===== src/rtl/tag_allocator_if.sv =====
// rtl/tag_allocator_if.sv - dispatch/retire handshake bundle for the tag allocator
interface tag_allocator_if #(
  parameter int NUM_TAGS  = 16,
  parameter int TAG_WIDTH = 4
);
  localparam int CW = $clog2(NUM_TAGS + 1);

  logic                 alloc_req;
  logic                 alloc_gnt;
  logic [TAG_WIDTH-1:0] alloc_tag;
  logic                 free_valid;
  logic [TAG_WIDTH-1:0] free_tag;
  logic                 flush;
  logic [CW-1:0]        free_count;
  logic                 empty;
  logic                 error;

  // Dispatch/retire side: requests, releases and flush; observes allocator state.
  modport master (
    output alloc_req, free_valid, free_tag, flush,
    input  alloc_gnt, alloc_tag, free_count, empty, error
  );

  // Allocator side.
  modport slave (
    input  alloc_req, free_valid, free_tag, flush,
    output alloc_gnt, alloc_tag, free_count, empty, error
  );
endinterface


===== src/rtl/tag_allocator.sv =====
// rtl/tag_allocator.sv - circular free-list tag allocator with in-use bitmap release checking
module tag_allocator #(
  parameter int NUM_TAGS  = 16,
  parameter int TAG_WIDTH = 4
) (
  input  logic            clk,
  input  logic            reset_n,
  tag_allocator_if.slave  bus
);
  localparam int PW = (NUM_TAGS > 1) ? $clog2(NUM_TAGS) : 1;
  localparam int CW = $clog2(NUM_TAGS + 1);

  logic [TAG_WIDTH-1:0] list [NUM_TAGS];
  logic [PW-1:0]        head;
  logic [PW-1:0]        tail;
  logic [CW-1:0]        count;
  logic [NUM_TAGS-1:0]  in_use;
  logic                 error_q;

  logic                 grant;
  logic                 tag_in_range;
  logic                 rel_ok;
  logic                 rel_bad;
  logic [PW-1:0]        head_nxt;
  logic [PW-1:0]        tail_nxt;

  // Grant/release qualification and explicit (non power-of-two) pointer wrap.
  always_comb begin
    grant        = bus.alloc_req & (count != '0) & ~bus.flush;
    tag_in_range = int'(bus.free_tag) < NUM_TAGS;
    rel_ok       = bus.free_valid & ~bus.flush & tag_in_range & in_use[bus.free_tag];
    rel_bad      = bus.free_valid & ~bus.flush & ~(tag_in_range & in_use[bus.free_tag]);
    head_nxt     = (head == PW'(NUM_TAGS - 1)) ? '0 : head + PW'(1);
    tail_nxt     = (tail == PW'(NUM_TAGS - 1)) ? '0 : tail + PW'(1);
  end

  // Free list, pointers, count and in-use bitmap; flush re-runs the reset image.
  always_ff @(posedge clk or negedge reset_n) begin
    if (!reset_n) begin
      for (int i = 0; i < NUM_TAGS; i++) list[i] <= TAG_WIDTH'(i);
      head   <= '0;
      tail   <= '0;
      count  <= CW'(NUM_TAGS);
      in_use <= '0;
    end else if (bus.flush) begin
      for (int i = 0; i < NUM_TAGS; i++) list[i] <= TAG_WIDTH'(i);
      head   <= '0;
      tail   <= '0;
      count  <= CW'(NUM_TAGS);
      in_use <= '0;
    end else begin
      if (grant) begin
        head                 <= head_nxt;
        in_use[list[head]]   <= 1'b1;
      end
      // Placed after the grant so a same-index clear overrides the set.
      if (rel_ok) begin
        list[tail]           <= bus.free_tag;
        tail                 <= tail_nxt;
        in_use[bus.free_tag] <= 1'b0;
      end
      case ({grant, rel_ok})
        2'b10:   count <= count - CW'(1);
        2'b01:   count <= count + CW'(1);
        default: count <= count;
      endcase
    end
  end

  // Sticky illegal-release flag; only reset clears it.
  always_ff @(posedge clk or negedge reset_n) begin
    if (!reset_n) begin
      error_q <= 1'b0;
    end else if (rel_bad) begin
      error_q <= 1'b1;
    end
  end

  assign bus.alloc_gnt  = grant;
  assign bus.alloc_tag  = list[head];
  assign bus.free_count = count;
  assign bus.empty      = (count == '0);
  assign bus.error      = error_q;
endmodule


===== src/flat_wrapper.sv =====
// flat-port wrapper written by rule: the top's interface ports become plain ports
module tag_allocator_flat 
#(
  parameter int NUM_TAGS  = 16,
  parameter int TAG_WIDTH = 4
)
  (clk, reset_n, bus_alloc_req, bus_free_valid, bus_free_tag, bus_flush, bus_alloc_gnt, bus_alloc_tag, bus_free_count, bus_empty, bus_error);
  tag_allocator_if #(.NUM_TAGS(NUM_TAGS), .TAG_WIDTH(TAG_WIDTH)) bus_i ();
  input  logic clk;
  input  logic reset_n;
  input wire logic [$bits(bus_i.alloc_req)-1:0] bus_alloc_req;
  input wire logic [$bits(bus_i.free_valid)-1:0] bus_free_valid;
  input wire logic [$bits(bus_i.free_tag)-1:0] bus_free_tag;
  input wire logic [$bits(bus_i.flush)-1:0] bus_flush;
  output wire logic [$bits(bus_i.alloc_gnt)-1:0] bus_alloc_gnt;
  output wire logic [$bits(bus_i.alloc_tag)-1:0] bus_alloc_tag;
  output wire logic [$bits(bus_i.free_count)-1:0] bus_free_count;
  output wire logic [$bits(bus_i.empty)-1:0] bus_empty;
  output wire logic [$bits(bus_i.error)-1:0] bus_error;
  assign bus_i.alloc_req = bus_alloc_req;
  assign bus_i.free_valid = bus_free_valid;
  assign bus_i.free_tag = bus_free_tag;
  assign bus_i.flush = bus_flush;
  assign bus_alloc_gnt = bus_i.alloc_gnt;
  assign bus_alloc_tag = bus_i.alloc_tag;
  assign bus_free_count = bus_i.free_count;
  assign bus_empty = bus_i.empty;
  assign bus_error = bus_i.error;
  tag_allocator #(.NUM_TAGS(NUM_TAGS), .TAG_WIDTH(TAG_WIDTH)) u_core (.clk(clk), .reset_n(reset_n), .bus(bus_i));
endmodule

===== config.mk =====
export PLATFORM = sky130hd
export DESIGN_NAME = tag_allocator_flat
export DESIGN_NICKNAME = d
export VERILOG_FILES = /design/src/rtl/tag_allocator_if.sv /design/src/rtl/tag_allocator.sv /design/src/flat_wrapper.sv
export SDC_FILE = /design/constraint.sdc
export NUM_CORES = 1
export LEC_CHECK = 0
export ABC_CLOCK_PERIOD_IN_PS = 3600
export BUFFER_PORTS_ARGS = -buffer_cell sky130_fd_sc_hd__buf_2
export CELL_PAD_IN_SITES_DETAIL_PLACEMENT = 1
export CELL_PAD_IN_SITES_GLOBAL_PLACEMENT = 2
export CORE_MARGIN = 2
export CORE_UTILIZATION = 41
export DETAILED_ROUTE_END_ITERATION = 10
export HOLD_SLACK_MARGIN = 0.1
export PLACE_DENSITY = 0.89
export SLEW_MARGIN = 40
export SYNTH_ARGS = -nofsm -noshare
export SYNTH_HDL_FRONTEND = slang
export SYNTH_SLANG_ARGS = --single-unit

===== constraint.sdc =====
create_clock -name clk -period 3.6 [get_ports clk]
set_clock_uncertainty 0.15 [all_clocks]
set_input_delay 0.9 -clock clk [delete_from_list [all_inputs] [get_ports clk]]
set_output_delay 0.9 -clock clk [all_outputs]
set_load 0.02 [all_outputs]

Word-level counts from Yosys, hierarchy flattened. Index checks and enable logic that the tools add are counted.

$lt $le $gt $ge: 7. Bitwise gates (word level): 12. Equal/unequal tests: 4. Mux-type cells: 26. $add $sub $neg: 4. Reduce and logical (&&, ||, !) cells: 8.

Operators with widths (count): 2-to-1 mux 64 bit (2); bitwise mux 64 bit (1); 2-to-1 mux 16 bit (4); 2-to-1 mux 4 bit (9); bitwise AND 16 bit (1); binary-select mux 4 bit (select 4 bit) (1); demux 4 bit (select 4 bit) (1); inverter 16 bit (1); OR 16 bit (1); greater-or-equal comparator 5 bit, second input constant (2); < comparator 4 x 5 -> 1 bit, second input constant (2); inverter 4 -> 5 bit (2); case mux 5 bit (2 select lines) (1); adder 4 x 1 -> 4 bit, second input constant (2); demux 1 bit (select 4 bit) (2); equality test 4 bit, second input constant (2); greater-or-equal comparator 4 x 1 -> 1 bit, second input constant (2); adder 5 x 1 -> 5 bit, second input constant (1); bitwise AND 1 bit (5); zero test 5 bit (1); < comparator 5 x 1 -> 1 bit, second input constant (1); 2-to-1 mux 5 bit (1); nonzero test 5 bit (1); subtractor 5 x 1 -> 5 bit, second input constant (1); 8 further kinds (14).

Bits in registers: 94. Input bits: 9.

Logic depth before layout (Yosys ltp).
Word-level depth: 14. Depth in mapped cells: 14. Gate-level depth less buffers: 12.

Worst setup path before layout. Ideal clock, no wire load.

Kind: input-to-reg. Start: in bus_free_tag[0]. End: reg u_core.count[4], in the netlist u_core.bus.free_count[4]. Path buffers: 2. Arrival: 3434 ps. Setup slack: -66 ps. Cell stages on the path: 14. Cells stage by stage: buf_6 > mux4_2 > and3b_1 > buf_2 > a311oi_4 > nor3_1 > inv_1 > ha_1 > a21o_1 > a21oi_1 > nand2_1 > nand2_1 > a21oi_1 > nor3_1.

Word-level cells in the longest chain between the ends: 6. Elaborated cells between the ends (all ways): 8.

Ends and longest elaborated chain: start: declaration (RTL line flat_wrapper.sv:13) `input wire logic [$bits(bus_i.free_tag)-1:0] bus_free_tag;`; binary-select mux 1 bit (select 4 bit) * (RTL line tag_allocator.sv:31) `rel_ok = bus.free_valid & ~bus.flush & tag_in_range & in_use[bus.free_tag];`; 2-to-1 mux 1 bit (not written as such) * (RTL line tag_allocator.sv:31); bitwise AND 1 bit * (RTL line tag_allocator.sv:31); equality test 2 x 1 -> 1 bit / equality test 2 bit (equally long branches) (RTL line tag_allocator.sv:62) `case ({grant, rel_ok})`; case mux 5 bit (2 select lines) (RTL line tag_allocator.sv:62); 2-to-1 mux 5 bit (RTL line tag_allocator.sv:45) `end else if (bus.flush) begin`; end signal: assignment (RTL line tag_allocator.sv:63) `2'b10: count <= count - CW'(1);`; end signal: assignment (RTL line tag_allocator.sv:64) `2'b01: count <= count + CW'(1);`; end signal: assignment (RTL line tag_allocator.sv:65) `default: count <= count;`; end: declaration (RTL line tag_allocator.sv:16) `logic [CW-1:0] count;`.

Mark *: on every way between the ends. The rest lies on a longest branch, timed or not. The select of a mux whose other input is x is not followed. A chain may end at the register's enable or synchronous reset.

Final worst setup path. Same ends and word-level chain as after synthesis.

==> flow_summary.toml <==
[global_routing]
antenna_found_initial = 0
overflow = 0
grt_pass1_vias = 4460
grt_pass1_wl_mm = 24.0
grt_usage_pct = 23.7
grt_start_max_net_pins = 88

[detailed_routing]
routed_wl_mm = 14.8
viasPerCell = 5.82
antenna_left = 0
avgRoutedWirePerCell_um = 20.9
drtIter0Drc = 252
drt_drc_violations_left = 0
dr.pass1.iters = 6
num_vias = 4103

[setup_path]
crit_required_ns = 3.73
rr_endpoint = "u_core.bus.free_count[4]$_DFFE_PN1P_"
ff2ff_setup_slack_ns = 0.33
critical_path_class = "primary input to flop"
end_kind = "flop"
path_max_fanout = 8
arrival_ns = 3.50
start_kind = "primary input"
r2r-start = "u_core.bus.free_count[0]$_DFFE_PN0P_"
r2r_cells = 12

[power_and_ir_drop]
power_per_cell_area_nw_per_um2 = 441
p_leak_nw = 2.64
peakVddDrop_uv = 209
power.total_mw = 2.65

[min_path]
hold_path.class = "flop to flop"
whs_path_depth = 1
min_from = "u_core.bus.error$_DFFE_PN0P_"
hold_end = "u_core.bus.error$_DFFE_PN0P_"

[die]
rows = 41
dieArea_um2 = 13600
initial_core_util_pct = 41.6
die-width_um = 117
dieHeight_um = 117
ios = 21
coreArea_um2 = 12500

[layout]
final_nets = 547
fillers = 1386
syn2layout_area_growth_pct = 15.5
diodes = 0
drive_gt1_share_pct = 26.1

[clock_tree]
cts_sinks = 94
ctsLongestPathBuffers = 2
clk_pin_slew_worst_paths_ns = 0.07
cts_tree = "built"
root_buffer = "clkbuf_16"
htreeDepth = 3
numCtsBuffers = 9
cts_hold_buf = 0
post_cts_resized = 0
post-cts-setup-buffers = 0
clkLatencyLatePin_ns = 0.36

[synthesis]
synthArstFlopShare_pct = 100
syn-num-nets = 514
syn_inst = 495
synthFlopType = "dfrtp_1"
syn_area_per_cell_um2 = 10.5
netlist_area_um2 = 5190
ys_warn_count = 0
ys_seq_elements = 94
yosysSeqAreaShare_pct = 46.1
synth_edf_count = 0
synth.distinct_cells = 56

[sta]
period_needed_ns = 3.37
slew_headroom_pct = 51.3
hold_viol = 0
fin_tns_setup_ns = 0
slew_violations = 0
max_freq_mhz = 297
finalSetupViolCount = 0
rsz0062_at_grt = "false"
fin_crit_sh_pct = 93.7
worstMarginPinSlew_ns = 0.725

[outcome]
status = "completed"

[run]
maxCapViolCount = 0

[placed_design]
numPortBuffers = 20
gp_congestion = 0.843
dpl.hpwl_mm = 10.5
-- final cells by class --
type	instances	area (µm²)	share of cell area [%]
repair buffers	52	372	6.20
flip-flops and latches	94	2390	39.9
inverters	5	18.8	0.313
multi-input cells	366	2670	44.6
clock buffers	11	243	4.05
clock inverters	5	81.3	1.36
well taps	172	215	3.59
-- logic make-up after synthesis --
group	Yosys count	synth area share (%)
AOI/OAI and AO/OA	111	14.6
adders and majority gates	10	2.56
xor gates and xnor gates	6	1.28
buffers and inverters	35	2.92
and+or+nand+nor	179	17.3
DFF	94	46.1
muxes	60	15.3
-- Yosys cell counts (2+ instances only) --
cell type / number / share of area (%)
a211oi_1: 16 / 2.3
a21o_1: 3 / 0.43
a21oi_1: 45 / 4.3
a22oi_1: 6 / 0.87
a31o_2: 4 / 0.67
a31oi_1: 4 / 0.48
a32o_1: 2 / 0.39
and2_1: 3 / 0.36
and3_1: 5 / 0.60
and3b_1: 2 / 0.34
buf_1: 2 / 0.14
buf_2: 4 / 0.39
buf_6: 2 / 0.43
clkbuf_1: 22 / 1.6
dfrtp_1: 61 / 29
dfstp_2: 33 / 17
ha_1: 9 / 2.2
inv_1: 5 / 0.36
mux2_2: 3 / 0.65
mux2i_1: 42 / 8.1
mux4_2: 15 / 6.5
nand2_1: 41 / 3.0
nand2b_1: 2 / 0.24
nand3_1: 6 / 0.58
nand4_1: 7 / 0.84
nand4_4: 5 / 2.0
nor2_1: 85 / 6.1
nor2b_1: 6 / 0.72
nor3_1: 8 / 0.77
o211ai_1: 5 / 0.72
o21a_1: 3 / 0.43
o21ai_0: 3 / 0.29
o31a_1: 8 / 1.4
or3_1: 2 / 0.24
xor2_1: 5 / 0.84
-- cells in the final DEF, fill, tap and decap left out, types with 4 or more instances in the layout --
master | Yosys | routed
nand4_1 | 7 | 7
dfstp_2 | 33 | 33
nand2_1 | 41 | 41
clkbuf_16 | 0 | 9
mux2i_1 | 42 | 42
xor2_1 | 5 | 5
nand3_1 | 6 | 6
inv_1 | 5 | 4
nor2_1 | 85 | 85
a21oi_1 | 45 | 44
nor3_2 | 0 | 5
a211oi_1 | 16 | 16
a31o_2 | 4 | 4
nand4_4 | 5 | 5
ha_1 | 9 | 9
o211ai_1 | 5 | 5
nor2b_1 | 6 | 6
buf_2 | 4 | 19
dfrtp_1 | 61 | 61
and3_1 | 5 | 5
buf_4 | 0 | 30
o31a_1 | 8 | 8
a22oi_1 | 6 | 6
a31oi_1 | 4 | 4
mux4_2 | 15 | 15
-- where the power goes --
part           switching (mW)  internal, mW  total, mW
Combinational           0.291         0.183      0.473
Clock                   0.421         0.629       1.05
Sequential             0.0362          1.09       1.12
Total                   0.748          1.90       2.65
-- worst max-delay path, stage by stage --
cell and delay, ns:
buf_2 0.17, mux4_2 0.37, nand2b_1 0.18, a311oi_4 0.14
nor3_2 0.26, inv_2 0.08, buf_4 0.15, fa_1 0.39
a21o_1 0.20, a21oi_2 0.20, nand2_1 0.09, nand2_1 0.08
a21oi_1 0.07, nor3_1 0.20
-- per-stage QoR --
stage	worst slack (ns)	utilization [%]	cell area, µm²	hold slack (ns)	instances
after floorplan	0.0314	-	5200	0.327	495
after global placement	0.000602	45.3	5650	0.284	689
after detailed placement	-0.152	45.4	5650	0.292	689
after CTS	0.215	48.0	5980	0.308	705
after global routing	0.0420	48.1	6000	0.344	705
final	0.228	48.1	6000	0.305	705
-- routing by layer --
metal  global-route usage, %  up-vias  share of wire, %
met5                       0        -                 0
met2                    39.4       79                49
met1                    29.5     2124                44
li1                        -     1868                 -
met4                    12.5        0               3.3
met3                    4.26       32               3.5
-- how the worst max path moves through the flow --
stage	from	endpoint	slack (ns)	cells past startpoint
finish	bus_free_tag[0]	u_core.bus.free_count[4]$_DFFE_PN1P_	0.23	14
detailed placement	bus_free_tag[0]	u_core.bus.free_count[4]$_DFFE_PN1P_	-0.15	14
floorplan	bus_free_tag[0]	u_core.bus.free_count[4]$_DFFE_PN1P_	0.03	14
global route	bus_free_tag[0]	u_core.bus.free_count[4]$_DFFE_PN1P_	0.04	14
CTS	bus_free_tag[0]	u_core.bus.free_count[4]$_DFFE_PN1P_	0.22	14
global placement	bus_free_tag[0]	u_core.bus.free_count[4]$_DFFE_PN1P_	0.0006	13
-- sequential cells by signal, summed over array words and instances (netlist names) --
register,cells
u_core.bus.error,1
u_core.bus.free_count,5
u_core.head,4
u_core.in_use,16
u_core.list,64
u_core.tail,4
(Power assumes the default switching activity.)
